[src/rtl/mem_stage.sv]
// Memory stage: runs lw/sw against a req/ack data memory, stalls upstream until done, holds the M/W register.
// Optional MEM_TIMEOUT_EN adds an ACCESS watchdog that forces completion and sets the sticky mem_err.
module mem_stage #(
  parameter int ADDR_W         = 12,
  parameter int TIMEOUT_CYCLES = 64
) (
  input  logic              clock,
  input  logic              reset,
  input  logic [31:0]       insn_in,
  input  logic [31:0]       ALU_output_in,
  input  logic [31:0]       data_B_in,
  output logic              stall,
  output logic              dmem_req,
  output logic              dmem_wren,
  output logic [ADDR_W-1:0] dmem_addr,
  output logic [31:0]       dmem_wdata,
  input  logic [31:0]       dmem_rdata,
  input  logic              dmem_ack,
  output logic [31:0]       insn_out,
  output logic [31:0]       ALU_output_out,
  output logic [31:0]       mem_data_out,
  output logic              mem_err
);
  localparam logic [4:0] OP_LW = 5'b01000;
  localparam logic [4:0] OP_SW = 5'b00111;

  typedef enum logic [1:0] {S_IDLE, S_ACCESS, S_DONE} state_t;

  state_t            r_state;
  logic [ADDR_W-1:0] r_addr;
  logic [31:0]       r_wdata, r_cap, r_insn, r_alu, r_mdata;
  logic              r_wren;
  logic              w_is_sw, w_is_mem, w_to;

  assign w_is_sw  = (insn_in[31:27] == OP_SW);
  assign w_is_mem = (insn_in[31:27] == OP_LW) | w_is_sw;

  // Gated by reset so the upstream stall drops with reset even while a lw/sw sits on insn_in.
  assign stall    = reset & (((r_state == S_IDLE) & w_is_mem) | (r_state == S_ACCESS));
  assign dmem_req = (r_state == S_ACCESS);

  assign dmem_addr      = r_addr;
  assign dmem_wdata     = r_wdata;
  assign dmem_wren      = r_wren;
  assign insn_out       = r_insn;
  assign ALU_output_out = r_alu;
  assign mem_data_out   = r_mdata;

`ifdef MEM_TIMEOUT_EN
  localparam int CW = (TIMEOUT_CYCLES > 1) ? $clog2(TIMEOUT_CYCLES) : 1;
  logic [CW-1:0] r_cnt;
  logic          r_err;

  // A real ack on the expiry cycle takes precedence over the watchdog.
  assign w_to    = ~dmem_ack & (r_cnt == CW'(TIMEOUT_CYCLES - 1));
  assign mem_err = r_err;

  always_ff @(posedge clock or negedge reset) begin
    if (!reset) begin
      r_cnt <= '0;
      r_err <= 1'b0;
    end else begin
      if (r_state != S_ACCESS)  r_cnt <= '0;
      else if (!dmem_ack)       r_cnt <= r_cnt + 1'b1;
      if ((r_state == S_ACCESS) && w_to) r_err <= 1'b1;
    end
  end
`else
  logic w_unused;
  assign w_unused = (TIMEOUT_CYCLES != 0);
  assign w_to     = 1'b0;
  assign mem_err  = 1'b0;
`endif

  always_ff @(posedge clock or negedge reset) begin
    if (!reset) begin
      r_state <= S_IDLE;
      r_addr  <= '0;
      r_wdata <= '0;
      r_wren  <= 1'b0;
      r_cap   <= '0;
      r_insn  <= '0;
      r_alu   <= '0;
      r_mdata <= '0;
    end else begin
      case (r_state)
        S_IDLE: begin
          if (w_is_mem) begin
            r_addr  <= ALU_output_in[ADDR_W-1:0];
            r_wdata <= data_B_in;
            r_wren  <= w_is_sw;
            r_insn  <= '0;
            r_alu   <= '0;
            r_mdata <= '0;
            r_state <= S_ACCESS;
          end else begin
            r_insn  <= insn_in;
            r_alu   <= ALU_output_in;
            r_mdata <= '0;
          end
        end
        S_ACCESS: begin
          r_insn  <= '0;
          r_alu   <= '0;
          r_mdata <= '0;
          if (dmem_ack) begin
            r_cap   <= r_wren ? 32'd0 : dmem_rdata;
            r_state <= S_DONE;
          end else if (w_to) begin
            r_cap   <= '0;
            r_state <= S_DONE;
          end
        end
        S_DONE: begin
          // insn_in is still the held memory instruction; it retires here without re-decode.
          r_insn  <= insn_in;
          r_alu   <= ALU_output_in;
          r_mdata <= r_cap;
          r_state <= S_IDLE;
        end
        default: r_state <= S_IDLE;
      endcase
    end
  end
endmodule

[config.mk]
export PLATFORM = sky130hd
export DESIGN_NAME = mem_stage
export DESIGN_NICKNAME = d
export VERILOG_FILES = /design/src/rtl/mem_stage.sv
export SDC_FILE = /design/constraint.sdc
export NUM_CORES = 1
export LEC_CHECK = 0
export ABC_AREA = 1
export BUFFER_PORTS_ARGS = -buffer_cell sky130_fd_sc_hd__buf_2
export CORE_ASPECT_RATIO = 0.75
export CORE_MARGIN = 2
export CORE_UTILIZATION = 44
export DETAILED_ROUTE_END_ITERATION = 8
export GPL_ROUTABILITY_DRIVEN = 0
export PLACE_DENSITY_LB_ADDON = 0.3
export SLEW_MARGIN = 0
export SYNTH_ARGS = -nofsm -noshare
export SYNTH_HDL_FRONTEND = slang
export SYNTH_SLANG_ARGS = --single-unit
[constraint.sdc]
create_clock -name clock -period 1.4 [get_ports clock]
set_input_delay 0.14 -clock clock [delete_from_list [all_inputs] [get_ports clock]]
set_output_delay 0.14 -clock clock [all_outputs]
set_load 0.01 [all_outputs]
## Word level (Yosys, flattened, before mapping)

Cells that the tools add are included.

| operators by class | value |
|---|---|
| equal/unequal tests | 6 |
| muxes and demuxes | 9 |
| bitwise operators | 4 |
| reduce and logical (&&, ||, !) cells | 7 |

Operators with widths:

| cell | number |
|---|---|
| one-hot mux 32 bit (3 select lines) | 2 |
| two-way mux 32 bit | 3 |
| one-hot mux 32 bit (2 select lines) | 1 |
| AND reduction 2 bit | 3 |
| equality test 5 x 3 -> 1 bit, second input constant | 1 |
| equality test 5 x 4 -> 1 bit, second input constant | 1 |
| two-way mux 2 bit | 2 |
| one-hot mux 2 bit (2 select lines) | 1 |
| nonzero test 3 bit | 1 |
| AND 1 bit | 2 |
| equality test 2 x 1 -> 1 bit, second input constant | 1 |
| equality test 2 bit, second input constant | 1 |
| logical NOT 2 bit | 1 |
| inequality test 2 x 1 -> 1 bit, second input constant | 1 |
| inequality test 2 bit, second input constant | 1 |
| bitwise OR 1 bit | 2 |
| nonzero test 2 bit | 1 |
| OR reduction 2 bit | 1 |

| storage, ports and cells | value |
|---|---|
| register bits | 175 |
| input bits | 131 |
| output and inout bits | 144 |

## Logic depth before layout (Yosys ltp)

| logic depth | value |
|---|---|
| depth in word-level cells | 5 |
| depth in mapped cells | 9 |
| depth with buffers taken out | 7 |

## Worst setup path after synthesis

Ideal clock, no wire load.

| timing | value |
|---|---|
| kind | register -> output |
| from | register r_state[0] |
| to | output stall |
| data arrival time | 1.431 ns |
| required time | 1.260 ns |
| setup slack | -0.171 ns |
| cell stages (with the launch flop) | 7 |
| path buffers | 2 |
| cell sequence | dfrtp_1 > inv_1 > ha_1 > clkbuf_1 > nand2_2 > buf_6 > a21boi_0 |

| between the ends | value |
|---|---|
| longest elaborated chain between the ends | 4 |
| elaborated cells between the ends (all ways) | 5 |
| classes of those cells | eq/ne: 1; bitwise: 3; reduce/logical: 1 |

Ends and longest elaborated chain:

| what | RTL line | RTL |
|---|---|---|
| from (decl) | 29 | `state_t r_state;` |
| from (signal assigned) | 77 | `r_state <= S_IDLE;` |
| from (signal assigned) | 95 | `r_state <= S_ACCESS;` |
| from (signal assigned) | 108 | `r_state <= S_DONE;` |
| logical NOT 2 bit | 39 | `assign stall = reset & (((r_state == S_IDLE) & w_is_mem) \| (r_state == S_ACCESS));` |
| AND 1 bit | 39 |  |
| bitwise OR 1 bit * | 39 |  |
| AND 1 bit * | 39 |  |
| to (decl) | 12 | `output logic stall,` |

Every way passes the cells marked *; elsewhere a longest branch is shown, timed or not.

## Worst setup path after layout

| timing | value |
|---|---|
| from | register r_state[0] |
| to | register r_insn[31], in the netlist insn_out[31] |

| between the ends | value |
|---|---|
| longest elaborated chain between the ends | 2 |
| elaborated cells between the ends (all ways) | 5 |
| classes of those cells | eq/ne: 2; mux: 1; reduce/logical: 2 |

Ends and longest elaborated chain:

| what | RTL line | RTL |
|---|---|---|
| equality test 2 bit (tied with other cells) | 86 | `case (r_state)` |
| one-hot mux 32 bit (3 select lines) or nonzero test 3 bit (tied branches) | - |  |
| to (signal assigned) | 97 | `r_insn <= insn_in;` |
| to (signal assigned) | 116 | `r_insn <= insn_in;` |
| to (decl) | 31 | `logic [31:0] r_wdata, r_cap, r_insn, r_alu, r_mdata;` |

Several ways; a longest one is shown, not always the timed one.
A chain may end at the register's enable or synchronous reset.

==> summary.txt <==
critical path class: reg2reg
FMAX: 0.620 GHz
actual slew at the worst max-slew pin: 0.969 ns
net count after synthesis: 921
IO Count: 275
Netlist cell types: 19
full die area: 17000 um^2
port bufs: 273
final setup vio count: 92
register area share after synthesis: 0.623
final core occ: 0.780
CP Max Fanout: 6
CTS Buffer Depth: 2
Final period util: 1.15
Synth top area share: 0.623
ranking of synthesized cells by area: dfrtp_1 62%, nand2_1 19%, nand3_1 10%, o21ai_0 2.3%, clkbuf_1 1.5%
PwrDens: 2160 nW/um^2
RSZ-0062 raised after global routing: yes
vias in the first global route: 7243
Post-Syn Area: 7030 um^2
Clock Latency Late Sink: 0.43 ns
Worst VDD drop: 1.28 mV
crit path DAT: 1.92 ns
number of iterations in the first detailed-routing pass: 8
first-pass GRT wire length: 36500 um
launching element type of the critical path: register
All-Layer GR Usage: 0.276
initial DRC count: 514
failing checks: setup timing
layout cells sized above 1: 0.398
largest net degree at the start of global routing: 83
Area Growth Syn to Fin: 71.0%
DRC viols: 0
nets@finish: 1351
Slew headroom: 0.354
DIE WIDTH: 150 um
CTS tree: done
number of fill cells: 921
total grt overflow: 0
Tmin final: 1.61 ns
# rows: 39
Max Cap Viol: 0
Post-Syn Instances: 784
HP Class: in2reg
Via-to-Cell Ratio: 5.20
HPWL after DPL: 12800 um
outcome: finished, violations left
Root Buffer: clkbuf_16
# clock sinks: 175
detailed-route wire length: 26500 um
Yosys reg bits: 175
Slew Viols, Final: 0
initial core utilization: 0.456
cell area after layout: 12000 um^2
H-tree Lvls: 4
post-route setup slack: -0.212 ns
core area: 15400 um^2
Num CTS Buffers: 17
Data required, critical path: 1.71 ns
WL per Instance: 18.5 um
top cell type by total area after synthesis: dfrtp_1
Reg clk slew, reported paths: 0.07 ns
mean post-synth cell area: 8.97 um^2
Layout Skew: 0.0143 ns
Yosys warnings: 0
vias: 7452
Hold Fails Final Rpt: 0
Die Y: 113 um
Pleak: 0.00656 uW
Detail Route Antenna Nets: 0
initial antenna violation count: 1
instance area after placement: 8730 um^2
Worst setup EP type: register
-- flip-flops by register name, indices dropped and copies added, names as in the netlist --
signal / cells
dmem_wren: 1
r_cap: 32
mem_data_out: 32
insn_out: 32
r_state: 2
ALU_output_out: 32
dmem_wdata: 32
dmem_addr: 12
-- final cells by class --
class                   instances  area, um^2  area share
flip-flops and latches        175        4380       0.364
repair buffers                463        3740       0.311
multi-input cells             547        2990       0.249
clock buffers                  18         429      0.0357
well taps                     205         256      0.0213
clock inverters                14         183      0.0152
inverters                      10        40.0     0.00333
diodes                          1        2.50    0.000208
-- repair_timing --
item / CTS / global route
cloned: 9 / 18
setup buffers: 13 / 7
endpoints found under the hold margin: 312 / 0
pin swaps: 43 / 80
resized for setup: 57 / 149
setup endpoints to repair: 92 / 305
hold buffers: 127 / 0
-- power by group --
part | leakage (uW) | internal [uW] | switching [uW] | total (uW)
clock | 0.000287 | 2850 | 2130 | 4980
sequential | 0.00225 | 7160 | 1270 | 8430
combinational | 0.00402 | 5910 | 6700 | 12600
-- worst max-delay path, stage by stage (launching register included) --
cell	delay, ns
dfrtp_1	0.39
inv_2	0.08
ha_4	0.28
inv_4	0.04
nor2_4	0.09
nor2_4	0.06
buf_6	0.12
buf_12	0.13
buf_16	0.13
a22o_1	0.17
-- routing by layer --
| layer | global-route usage | wire length [um] | share of wire |
|---|---|---|---|
| met4 | 0.113 | 1030 | 0.039 |
| met3 | 0.0720 | 2400 | 0.091 |
| met2 | 0.452 | 12500 | 0.47 |
| met5 | 0 | 0 | 0 |
| met1 | 0.352 | 10500 | 0.40 |
-- logic make-up (layout without fill, tap and decap cells) --
| kind of cell | Yosys count | count (layout) | synth area share |
|---|---|---|---|
| other cells | 1 | 2 | 0.000533 |
| buf+inv | 64 | 505 | 0.0425 |
| fa+ha+maj | 6 | 6 | 0.0107 |
| flops | 175 | 175 | 0.623 |
| compound gates | 35 | 35 | 0.0258 |
| simple gates | 503 | 505 | 0.297 |
-- cells in the mapped netlist --
master,n
or2_2,1
conb_1,1
nand2_4,1
buf_6,4
a21boi_0,1
nand3_2,1
nor2_2,1
nand2_1,350
inv_1,10
a22o_1,1
buf_4,1
nand2_2,2
nor2_1,4
buf_2,20
clkbuf_1,29
ha_1,6
nand3_1,143
dfrtp_1,175
o21ai_0,33
-- path summary, 6_finish.rpt --
kind / slack [ns] / start / cells after the start / end
hold / removal: 0.005 / dmem_rdata[16] / 3 / r_cap[16]
hold reg to reg: 0.47 / dmem_addr[5] / 2 / dmem_addr[5]
min in group asynchronous: 0.05 / reset / 2 / mem_data_out[31]
setup reg to reg: -0.21 / r_state[0] / 9 / insn_out[31]
setup / recovery: -0.21 / r_state[0] / 9 / insn_out[31]
max in group asynchronous: 0.38 / reset / 3 / dmem_wdata[12]
-- stage by stage --
| step | setup WS (ns) | total power [uW] | hold slack [ns] | setup TNS, ns | cells |
|---|---|---|---|---|---|
| 2_1_floorplan | -0.0195 | 12600 | -0.156 | -1.14 | 784 |
| 3_3_place_gp | -0.0208 | 15700 | -0.00539 | -0.129 | 1230 |
| 3_5_place_dp | -0.0510 | 15900 | -0.00178 | -1.42 | 1230 |
| 4_1_cts | -0.193 | 23900 | 0.0105 | -6.64 | 1411 |
| 5_1_grt | -0.270 | 27400 | 0.00220 | -16.54 | 1433 |
| 6_report | -0.212 | 26000 | 0.00470 | -10.90 | 1433 |
-- layout by cell type, fill, tap and decap left out, drive strengths merged, types with 3 or more instances in the layout --
master	count
buf	323
bufinv	3
clkbuf	31
clkinv	3
clkinvlp	4
dfrtp	175
dlygate4sd3	126
ha	6
inv	14
nand2	355
nand3	144
nor2	5
o21ai	33
(Power assumes the default switching activity.)
